File: src/rtl/lcd_word_viewer.sv
// lcd_word_viewer: on a key press, reads one data-memory word and shows it
// as 8 upper-case hex characters on line 1 of an HD44780-compatible LCD.
module lcd_word_viewer #(
  parameter int                    ADDR_WIDTH     = 32,
  parameter int                    DATA_WIDTH     = 32,
  parameter logic [ADDR_WIDTH-1:0] BASE_ADDR      = '0,
  parameter int unsigned           NUM_WORDS      = 16,
  parameter int unsigned           POWERUP_CYCLES = 750000,
  parameter int unsigned           EN_CYCLES      = 12,
  parameter int unsigned           WAIT_CYCLES    = 2500,
  parameter int unsigned           CLEAR_WAIT     = 100000
) (
  input  logic                  clk,
  input  logic                  rst,
  input  logic                  read_in,
  input  logic [DATA_WIDTH-1:0] mem_data_in,
  output logic [ADDR_WIDTH-1:0] addr_out,
  output logic                  data_mem_rd_en_out,
  output logic [7:0]            lcd_data_out,
  output logic                  lcd_on_out,
  output logic                  lcd_blon_out,
  output logic                  lcd_rw_out,
  output logic                  lcd_en_out,
  output logic                  lcd_rs_out,
  output logic                  busy_out
);

  typedef enum logic [2:0] {
    S_PWR_WAIT, S_INIT, S_IDLE, S_MEM_REQ, S_MEM_CAP, S_HOME, S_CHARS, S_ADV
  } state_e;

  typedef enum logic [1:0] {PH_SETUP, PH_EN_HI, PH_EN_LO} phase_e;

  localparam logic [31:0] PWR_LAST   = 32'(POWERUP_CYCLES - 1);
  localparam logic [31:0] EN_LAST    = 32'(EN_CYCLES - 1);
  localparam logic [31:0] WAIT_LAST  = 32'(WAIT_CYCLES - 1);
  localparam logic [31:0] CLEAR_LAST = 32'(CLEAR_WAIT - 1);
  localparam logic [ADDR_WIDTH-1:0] LAST_ADDR =
    BASE_ADDR + ADDR_WIDTH'(4 * (NUM_WORDS - 1));

  state_e                state_q, state_d;
  phase_e                phase_q, phase_d;
  logic [31:0]           cnt_q, cnt_d;
  logic [2:0]            idx_q, idx_d;
  logic [DATA_WIDTH-1:0] word_q, word_d;
  logic [ADDR_WIDTH-1:0] addr_q, addr_d;
  logic                  rd_en_q, rd_en_d;
  logic [7:0]            data_q, data_d;
  logic                  en_q, en_d;
  logic                  rs_q, rs_d;
  logic                  busy_q, busy_d;
  logic                  sync1_q, sync1_d;
  logic                  sync2_q, sync2_d;
  logic                  key_prev_q, key_prev_d;
  logic                  trigger;
  logic                  wr_done;
  logic [31:0]           lo_last;

  function automatic logic [7:0] init_cmd(input logic [2:0] i);
    case (i)
      3'd0:    return 8'h38;
      3'd1:    return 8'h0C;
      3'd2:    return 8'h01;
      default: return 8'h06;
    endcase
  endfunction

  function automatic logic [7:0] hex_char(input logic [DATA_WIDTH-1:0] w,
                                          input logic [2:0] i);
    logic [3:0] n;
    n = w[{3'd7 - i, 2'b00} +: 4];
    return (n < 4'd10) ? (8'h30 + {4'h0, n}) : (8'h37 + {4'h0, n});
  endfunction

  assign trigger = key_prev_q & ~sync2_q;
  assign lo_last = (!rs_q && data_q == 8'h01) ? CLEAR_LAST : WAIT_LAST;

  always_comb begin
    state_d    = state_q;
    phase_d    = phase_q;
    cnt_d      = cnt_q;
    idx_d      = idx_q;
    word_d     = word_q;
    addr_d     = addr_q;
    rd_en_d    = rd_en_q;
    data_d     = data_q;
    en_d       = en_q;
    rs_d       = rs_q;
    busy_d     = busy_q;
    sync1_d    = read_in;
    sync2_d    = sync1_q;
    key_prev_d = sync2_q;
    wr_done    = 1'b0;

    case (state_q)
      S_PWR_WAIT: begin
        if (cnt_q == PWR_LAST) begin
          state_d = S_INIT;
          phase_d = PH_SETUP;
          cnt_d   = '0;
          idx_d   = '0;
          rs_d    = 1'b0;
          data_d  = init_cmd(3'd0);
        end else begin
          cnt_d = cnt_q + 32'd1;
        end
      end
      S_IDLE: begin
        if (trigger) begin
          state_d = S_MEM_REQ;
          rd_en_d = 1'b1;
          busy_d  = 1'b1;
        end
      end
      S_MEM_REQ: begin
        state_d = S_MEM_CAP;
        rd_en_d = 1'b0;
      end
      S_MEM_CAP: begin
        word_d  = mem_data_in;
        state_d = S_HOME;
        phase_d = PH_SETUP;
        cnt_d   = '0;
        rs_d    = 1'b0;
        data_d  = 8'h80;
      end
      S_ADV: begin
        addr_d  = (addr_q == LAST_ADDR) ? BASE_ADDR : addr_q + ADDR_WIDTH'(4);
        state_d = S_IDLE;
        busy_d  = 1'b0;
      end
      default: begin
        // INIT, HOME and CHARS share the byte-write sequencer; wr_done then
        // selects the next byte or the next state.
        case (phase_q)
          PH_SETUP: begin
            phase_d = PH_EN_HI;
            en_d    = 1'b1;
            cnt_d   = '0;
          end
          PH_EN_HI: begin
            if (cnt_q == EN_LAST) begin
              phase_d = PH_EN_LO;
              en_d    = 1'b0;
              cnt_d   = '0;
            end else begin
              cnt_d = cnt_q + 32'd1;
            end
          end
          default: begin
            if (cnt_q == lo_last) begin
              cnt_d   = '0;
              phase_d = PH_SETUP;
              wr_done = 1'b1;
            end else begin
              cnt_d = cnt_q + 32'd1;
            end
          end
        endcase

        if (wr_done) begin
          case (state_q)
            S_INIT: begin
              if (idx_q == 3'd3) begin
                state_d = S_IDLE;
                busy_d  = 1'b0;
              end else begin
                idx_d  = idx_q + 3'd1;
                data_d = init_cmd(idx_q + 3'd1);
              end
            end
            S_HOME: begin
              state_d = S_CHARS;
              idx_d   = '0;
              rs_d    = 1'b1;
              data_d  = hex_char(word_q, 3'd0);
            end
            default: begin
              if (idx_q == 3'd7) begin
                state_d = S_ADV;
              end else begin
                idx_d  = idx_q + 3'd1;
                data_d = hex_char(word_q, idx_q + 3'd1);
              end
            end
          endcase
        end
      end
    endcase
  end

  always_ff @(posedge clk) begin
    if (rst) begin
      state_q    <= S_PWR_WAIT;
      phase_q    <= PH_SETUP;
      cnt_q      <= '0;
      idx_q      <= '0;
      word_q     <= '0;
      addr_q     <= BASE_ADDR;
      rd_en_q    <= 1'b0;
      data_q     <= '0;
      en_q       <= 1'b0;
      rs_q       <= 1'b0;
      busy_q     <= 1'b1;
      sync1_q    <= 1'b1;
      sync2_q    <= 1'b1;
      key_prev_q <= 1'b1;
    end else begin
      state_q    <= state_d;
      phase_q    <= phase_d;
      cnt_q      <= cnt_d;
      idx_q      <= idx_d;
      word_q     <= word_d;
      addr_q     <= addr_d;
      rd_en_q    <= rd_en_d;
      data_q     <= data_d;
      en_q       <= en_d;
      rs_q       <= rs_d;
      busy_q     <= busy_d;
      sync1_q    <= sync1_d;
      sync2_q    <= sync2_d;
      key_prev_q <= key_prev_d;
    end
  end

  assign addr_out           = addr_q;
  assign data_mem_rd_en_out = rd_en_q;
  assign lcd_data_out       = data_q;
  assign lcd_en_out         = en_q;
  assign lcd_rs_out         = rs_q;
  assign busy_out           = busy_q;
  assign lcd_rw_out         = 1'b0;
  assign lcd_on_out         = 1'b1;
  assign lcd_blon_out       = 1'b1;

endmodule

File: config.mk
export PLATFORM = sky130hd
export DESIGN_NAME = lcd_word_viewer
export DESIGN_NICKNAME = d
export VERILOG_FILES = /design/src/rtl/lcd_word_viewer.sv
export SDC_FILE = /design/constraint.sdc
export NUM_CORES = 1
export LEC_CHECK = 0
export ABC_AREA = 1
export BUFFER_PORTS_ARGS = -buffer_cell sky130_fd_sc_hd__buf_2
export CAP_MARGIN = 20
export CORE_MARGIN = 2
export CORE_UTILIZATION = 25
export CTS_CLUSTER_DIAMETER = 100
export DETAILED_ROUTE_END_ITERATION = 10
export MAX_ROUTING_LAYER = met4
export PLACE_DENSITY_LB_ADDON = 0.3
export SLEW_MARGIN = 20
export SYNTH_ARGS = -nofsm -noshare
export SYNTH_HDL_FRONTEND = slang
export SYNTH_SLANG_ARGS = --single-unit
export TNS_END_PERCENT = 10
File: constraint.sdc
create_clock -name clk -period 5.11 [get_ports clk]
set_input_delay 0.7665 -clock clk [delete_from_list [all_inputs] [get_ports clk]]
set_output_delay 0.7665 -clock clk [all_outputs]
set_load 0.02 [all_outputs]
After elaboration in Yosys (flattened, before gate mapping):

Index checks and enable logic that the tools add are counted.

* add/sub/neg operators: 8
* $lt $le $gt $ge: 2
* equal/unequal tests: 25
* shifts and indexed selects: 1
* muxes and demuxes: 49
* bitwise logic cells: 6
* reduce and logical (&&, ||, !) cells: 29

Operator list (count)
* $mux W32: 4
* $pmux W32 S3: 1
* $pmux W32 S2: 1
* $add A32 B1 Y32 const B: 1
* $add A32 B3 Y32 const B: 1
* $eq A32 B17 Y1: 1
* $eq A32 B20 Y1 const B: 1
* $eq A32 B4 Y1 const B: 1
* $eq A32 B6 Y1 const B: 1
* $mux W8: 4
* $shiftx A32 B6 Y4: 1
* $add A6 B4 Y7 const A: 4
* $mux W3: 9
* $pmux W8 S3: 1
* $reduce_and A5 Y1: 4
* $pmux W3 S2: 3
* $pmux W6 S3: 1
* $mux W17: 1
* $pmux W8 S2: 1
* $pmux W3 S5: 1
* $reduce_bool A3 Y1: 5
* $mux W7: 2
* $eq A3 B2 Y1 const B: 4
* $eq A3 B3 Y1 const B: 4
* other kinds (36): 63

* flip-flop bits (word level): 119
* input bits: 35

Logic depth before layout (Yosys ltp):

* depth after elaboration: 9
* gate-level depth with buffers: 18

Worst setup path after synthesis:

OpenSTA, ideal clock, no wires.

* path type: register to register
* from: reg idx_q[0]
* to: reg data_q[2] (netlist: lcd_data_out[2])
* setup time: 0.112 ns
* arrival: 2.266 ns
* required time: 4.998 ns
* setup slack: 2.732 ns
* stages on the path, launching flop included: 17
* buffers on the path: 2
* cells stage by stage: dfxtp_1 inv_1 buf_2 ha_1 clkbuf_1 o21ai_0 o21ai_0 nand2_1 nand2_1 inv_1 ha_1 nand2_1 nand3_1 a21oi_1 nor2_1 nor2_1 nor2_1

* word-level cells in the longest chain between the ends: 9
* elaborated cells between the ends (all ways): 21
* those cells by class: 4 x add/sub; 1 x order compare; 6 x eq/ne; 1 x shift; 7 x mux; 2 x reduce/logical

Ends and longest elaborated chain
* start: declaration: line 44 `logic [2:0] idx_q, idx_d;`
* start signal: assignment: line 212 `idx_q <= idx_d;`
* $add A3 B1 Y3: line 169, 183
* $sub A3 B3 Y3: line 71 `n = w[{3'd7 - i, 2'b00} +: 4];`
* $shiftx A32 B6 Y4: line 71
* $add A6 B4 Y7 / $lt A4 B4 Y1 (equally long branches): line 72 `return (n < 4'd10) ? (8'h30 + {4'h0, n}) : (8'h37 + {4'h0, n});`
* $mux W7: line 72
* $mux W8: line 179 `if (idx_q == 3'd7) begin`
* $pmux W8 S2: line 162 `case (state_q)`
* $mux W8: line 161 `if (wr_done) begin`
* $pmux W8 S3: line 95 `case (state_q)`
* end signal: assignment: line 216 `data_q <= data_d;`
* end: declaration: line 48 `logic [7:0] data_q, data_d;`

Several ways; a longest one is shown, not always the timed one. The select of a mux whose other input is x is not followed.
A chain may end at the register's enable or synchronous reset.

Worst setup path in the final report:

Ends and elaborated chain as after synthesis.

==> flow_summary_export.csv <==
group,metric,value,unit
status,outcome,"completed",
routing,met1Wirelength,8650,um
worst_hold_path,hold_path_depth,1,
critical_path,crit_buf_inv,3,
critical_path,crit_path_max_incr_delay,0.75,ns
routing,wl_met3,661,um
routing,drc_errors,0,
floorplan,dieArea,0.0276,mm^2
critical_path,cp-start-kind,"flop",
worst_hold_path,hold_class,"reg -> reg",
global_routing,grt_overflow,0,
clock_network,clk_path_buf_depth,2,
sta,relSlewSlack,0.424,
routing,top_layer,"met4",
run,cap_viol_max_count,0,
critical_path,crit_required,5.43,ns
routing,viasPerCell,4.53,
routing,ant_nets,0,
critical_path,timing.rr.start,"idx_q[0]",
routing,firstDrtPassIters,6,
global_routing,grt_max_degree,56,
sta,finalHoldViolations,0,
placed_design,routabilityCongestion,0.880,
critical_path,crit_chain,"inv_1, ha_1, inv_1, nor2_1, o21ai_0, nand2_1, nand2_1, nand2_1, inv_1, ha_1, nand2_1, nand3_1, a21oi_1, nor2_1, nor2_1, nor2_1",
global_routing,grt_pass1_vias,5971,
sta,tightest_slew,0.862,ns
critical_path,reg2reg_to,"lcd_data_out[2]",
logic_synthesis,netlist_area,0.00657,mm^2
final_layout,layout-drive-gt1-share,0.138,
final_layout,layout_common_cells,"nand2_1, nor2_1, inv_1",
clock_network,clk_pin_slew,0.06,ns
clock_network,cts_sinks,117,
critical_path,rr_worst_depth,16,
global_routing,grt_usage,0.136,
logic_synthesis,ys.flop_type,"dfxtp_1",
clock_network,cts_resized,0,
clock_network,cts-root-buf,"clkbuf_16",
clock_network,cts_setup_buffers,0,
clock_network,cts_tree,"yes",
power,ir_worst_vdd,206,uV
logic_synthesis,ys_types,52,
sta,fin_skew,0.00756,ns
routing,wl_per_cell,12.8,um
critical_path,worst_ep_arrival_time,3.50,ns
worst_hold_path,hold_start,"sync1_q",
final_layout,nets,1112,
routing,drtIter0Drc,337,
placed_design,hpwl,13600,um
worst_hold_path,min_to,"key_prev_d",
logic_synthesis,ys_seq_area_frac,0.357,
clock_network,hold_buffers,0,
logic_synthesis,synthesis.instances,998,
final_layout,layout_commonest_cell,"nand2_1",
sta,maxSlewViolCount,0,
final_layout,area_delta_synth_final,19.0,%
global_routing,grt_pass1_wl,30000,um
global_routing,antenna_found_initial,0,
floorplan,die_w,166,um
critical_path,end_kind,"flop",
placed_design,port_buffers,76,
critical_path,cp_slowest_cell,"dfxtp_1",
power,p_leak,3.14,nW
floorplan,fp.coreArea,0.0259,mm^2
sta,fmax,0.315,GHz
floorplan,start_util,0.253,
routing,drt-total-wl,18100,um
floorplan,rows,59,
critical_path,critPathTopFamily,"adder cells",
routing,met2_wirelength,8540,um
sta,period_minus_slack,3.18,ns
sta,min_period_over_period,0.621,
final_layout,num_antenna_cells,0,
critical_path,critPathKind,"reg -> reg",
power,cellPowerDensity,380,mW/mm^2
logic_synthesis,synth_seq_cells,117,
floorplan,ios,82,
clock_network,h-tree-depth,4,
critical_path,ff2ff_setup_slack,1.93,ns
logic_synthesis,syn_area_per_cell,6.58,um^2
floorplan,die_height,166,um
clock_network,insertion_delay,0.42,ns
sta,finalSetupTns,0,ns
critical_path,cp_max_fo,24,
sta,setup_viol,0,
logic_synthesis,synth-edff-count,0,
clock_network,numCtsBuffers,17,
sta,rsz0062_at_grt,"false",
logic_synthesis,synth_warnings,0,
sta,timing.hold.ws,0.410,ns
logic_synthesis,async_reset_ff_frac,0,
routing,num_vias,6409,
[kinds of logic after synthesis]
family | Yosys count | synth area share
and+or+nand+nor | 531 | 0.370
buffers and inverters | 163 | 0.0991
AOI/OAI and AO/OA | 159 | 0.132
DFF | 117 | 0.357
xor gates and xnor gates | 15 | 0.0200
adders and majority gates | 11 | 0.0210
other | 2 | 0.00114
[area by class of cell]
cell class / instances / area (um^2)
Inverter: 132 / 498
Clock buffer: 17 / 425
Multi-Input combinational cell: 721 / 3590
Tap cell: 335 / 419
Fill cell: 2835 / 18100
Clock inverter: 15 / 158
Timing Repair Buffer: 77 / 388
Sequential cell: 117 / 2340
[report_power, final]
part	switching, mW	internal, mW	leakage (nW)	total (mW)
Combinational	0.500	0.225	1.93	0.725
Clock	0.478	0.718	0.264	1.20
Sequential	0.0628	0.985	0.945	1.05
[synthesized netlist by cell type, types with 2 or more instances]
cell type	instances	area (um^2)
nor3b_1	4	30.0
o21ai_0	66	330
xnor2_1	3	26.3
conb_1	2	7.51
nor3_2	4	40.0
nor2_1	152	571
xor2_1	12	105
nand3_2	3	30.0
nand2_4	3	33.8
a211oi_1	4	30.0
nor2_8	2	40.0
or2_2	2	12.5
nand2_1	208	781
a21oi_1	68	340
o21ai_1	3	15.0
o21bai_1	2	15.0
nor2_4	4	45.0
ha_1	11	138
dfxtp_1	117	2340
nand2_2	4	25.0
buf_2	7	35.0
nand4_1	27	169
buf_4	5	37.5
inv_1	127	477
clkbuf_1	16	60.1
nand3_1	62	310
nor2_2	4	25.0
o211ai_1	2	15.0
o21a_1	4	30.0
inv_2	4	15.0
nor4_1	7	43.8
nor3_1	39	195
[routing by layer]
metal / GRT usage / vias to the layer above
met2: 0.216 / 117
li1: - / 3377
met5: - / -
met1: 0.174 / 2890
met4: 0.0401 / 0
met3: 0.0281 / 25
[worst max-delay path by stage]
stage	from	endpoint	slack (ns)	cells after the start
after CTS	idx_q[0]	lcd_data_out[2]	1.94	16
final	idx_q[0]	lcd_data_out[2]	1.93	16
after floorplan	idx_q[0]	lcd_data_out[2]	2.73	16
after global routing	idx_q[0]	lcd_data_out[6]	1.51	17
after global placement	idx_q[0]	lcd_data_out[2]	2.01	16
after detailed placement	idx_q[0]	lcd_data_out[2]	1.95	16
[state kept, by name (all words and copies together), names as in the netlist]
signal              count
phase_q                 2
lcd_rs_out              1
sync1_q                 1
lcd_data_out            8
state_q                 3
key_prev_d              1
idx_q                   3
lcd_en_out              1
word_q                 32
addr_out               30
data_mem_rd_en_out      1
cnt_q                  32
busy_out                1
key_prev_q              1
[stage by stage]
| stage | instances | util | cell area, um^2 | worst slack, ns | total power, mW |
|---|---|---|---|---|---|
| 3_5_place_dp | 1382 | 0.279 | 7230 | 1.95 | 1.80 |
| 5_1_grt | 1414 | 0.302 | 7820 | 1.51 | 3.14 |
| 3_3_place_gp | 1382 | 0.279 | 7230 | 2.01 | 1.80 |
| 6_report | 1414 | 0.302 | 7820 | 1.93 | 2.97 |
| 4_1_cts | 1414 | 0.302 | 7820 | 1.94 | 3.01 |
| 2_1_floorplan | 1001 | - | 6580 | 2.73 | 1.60 |
Power figures use the tool's default switching activity.
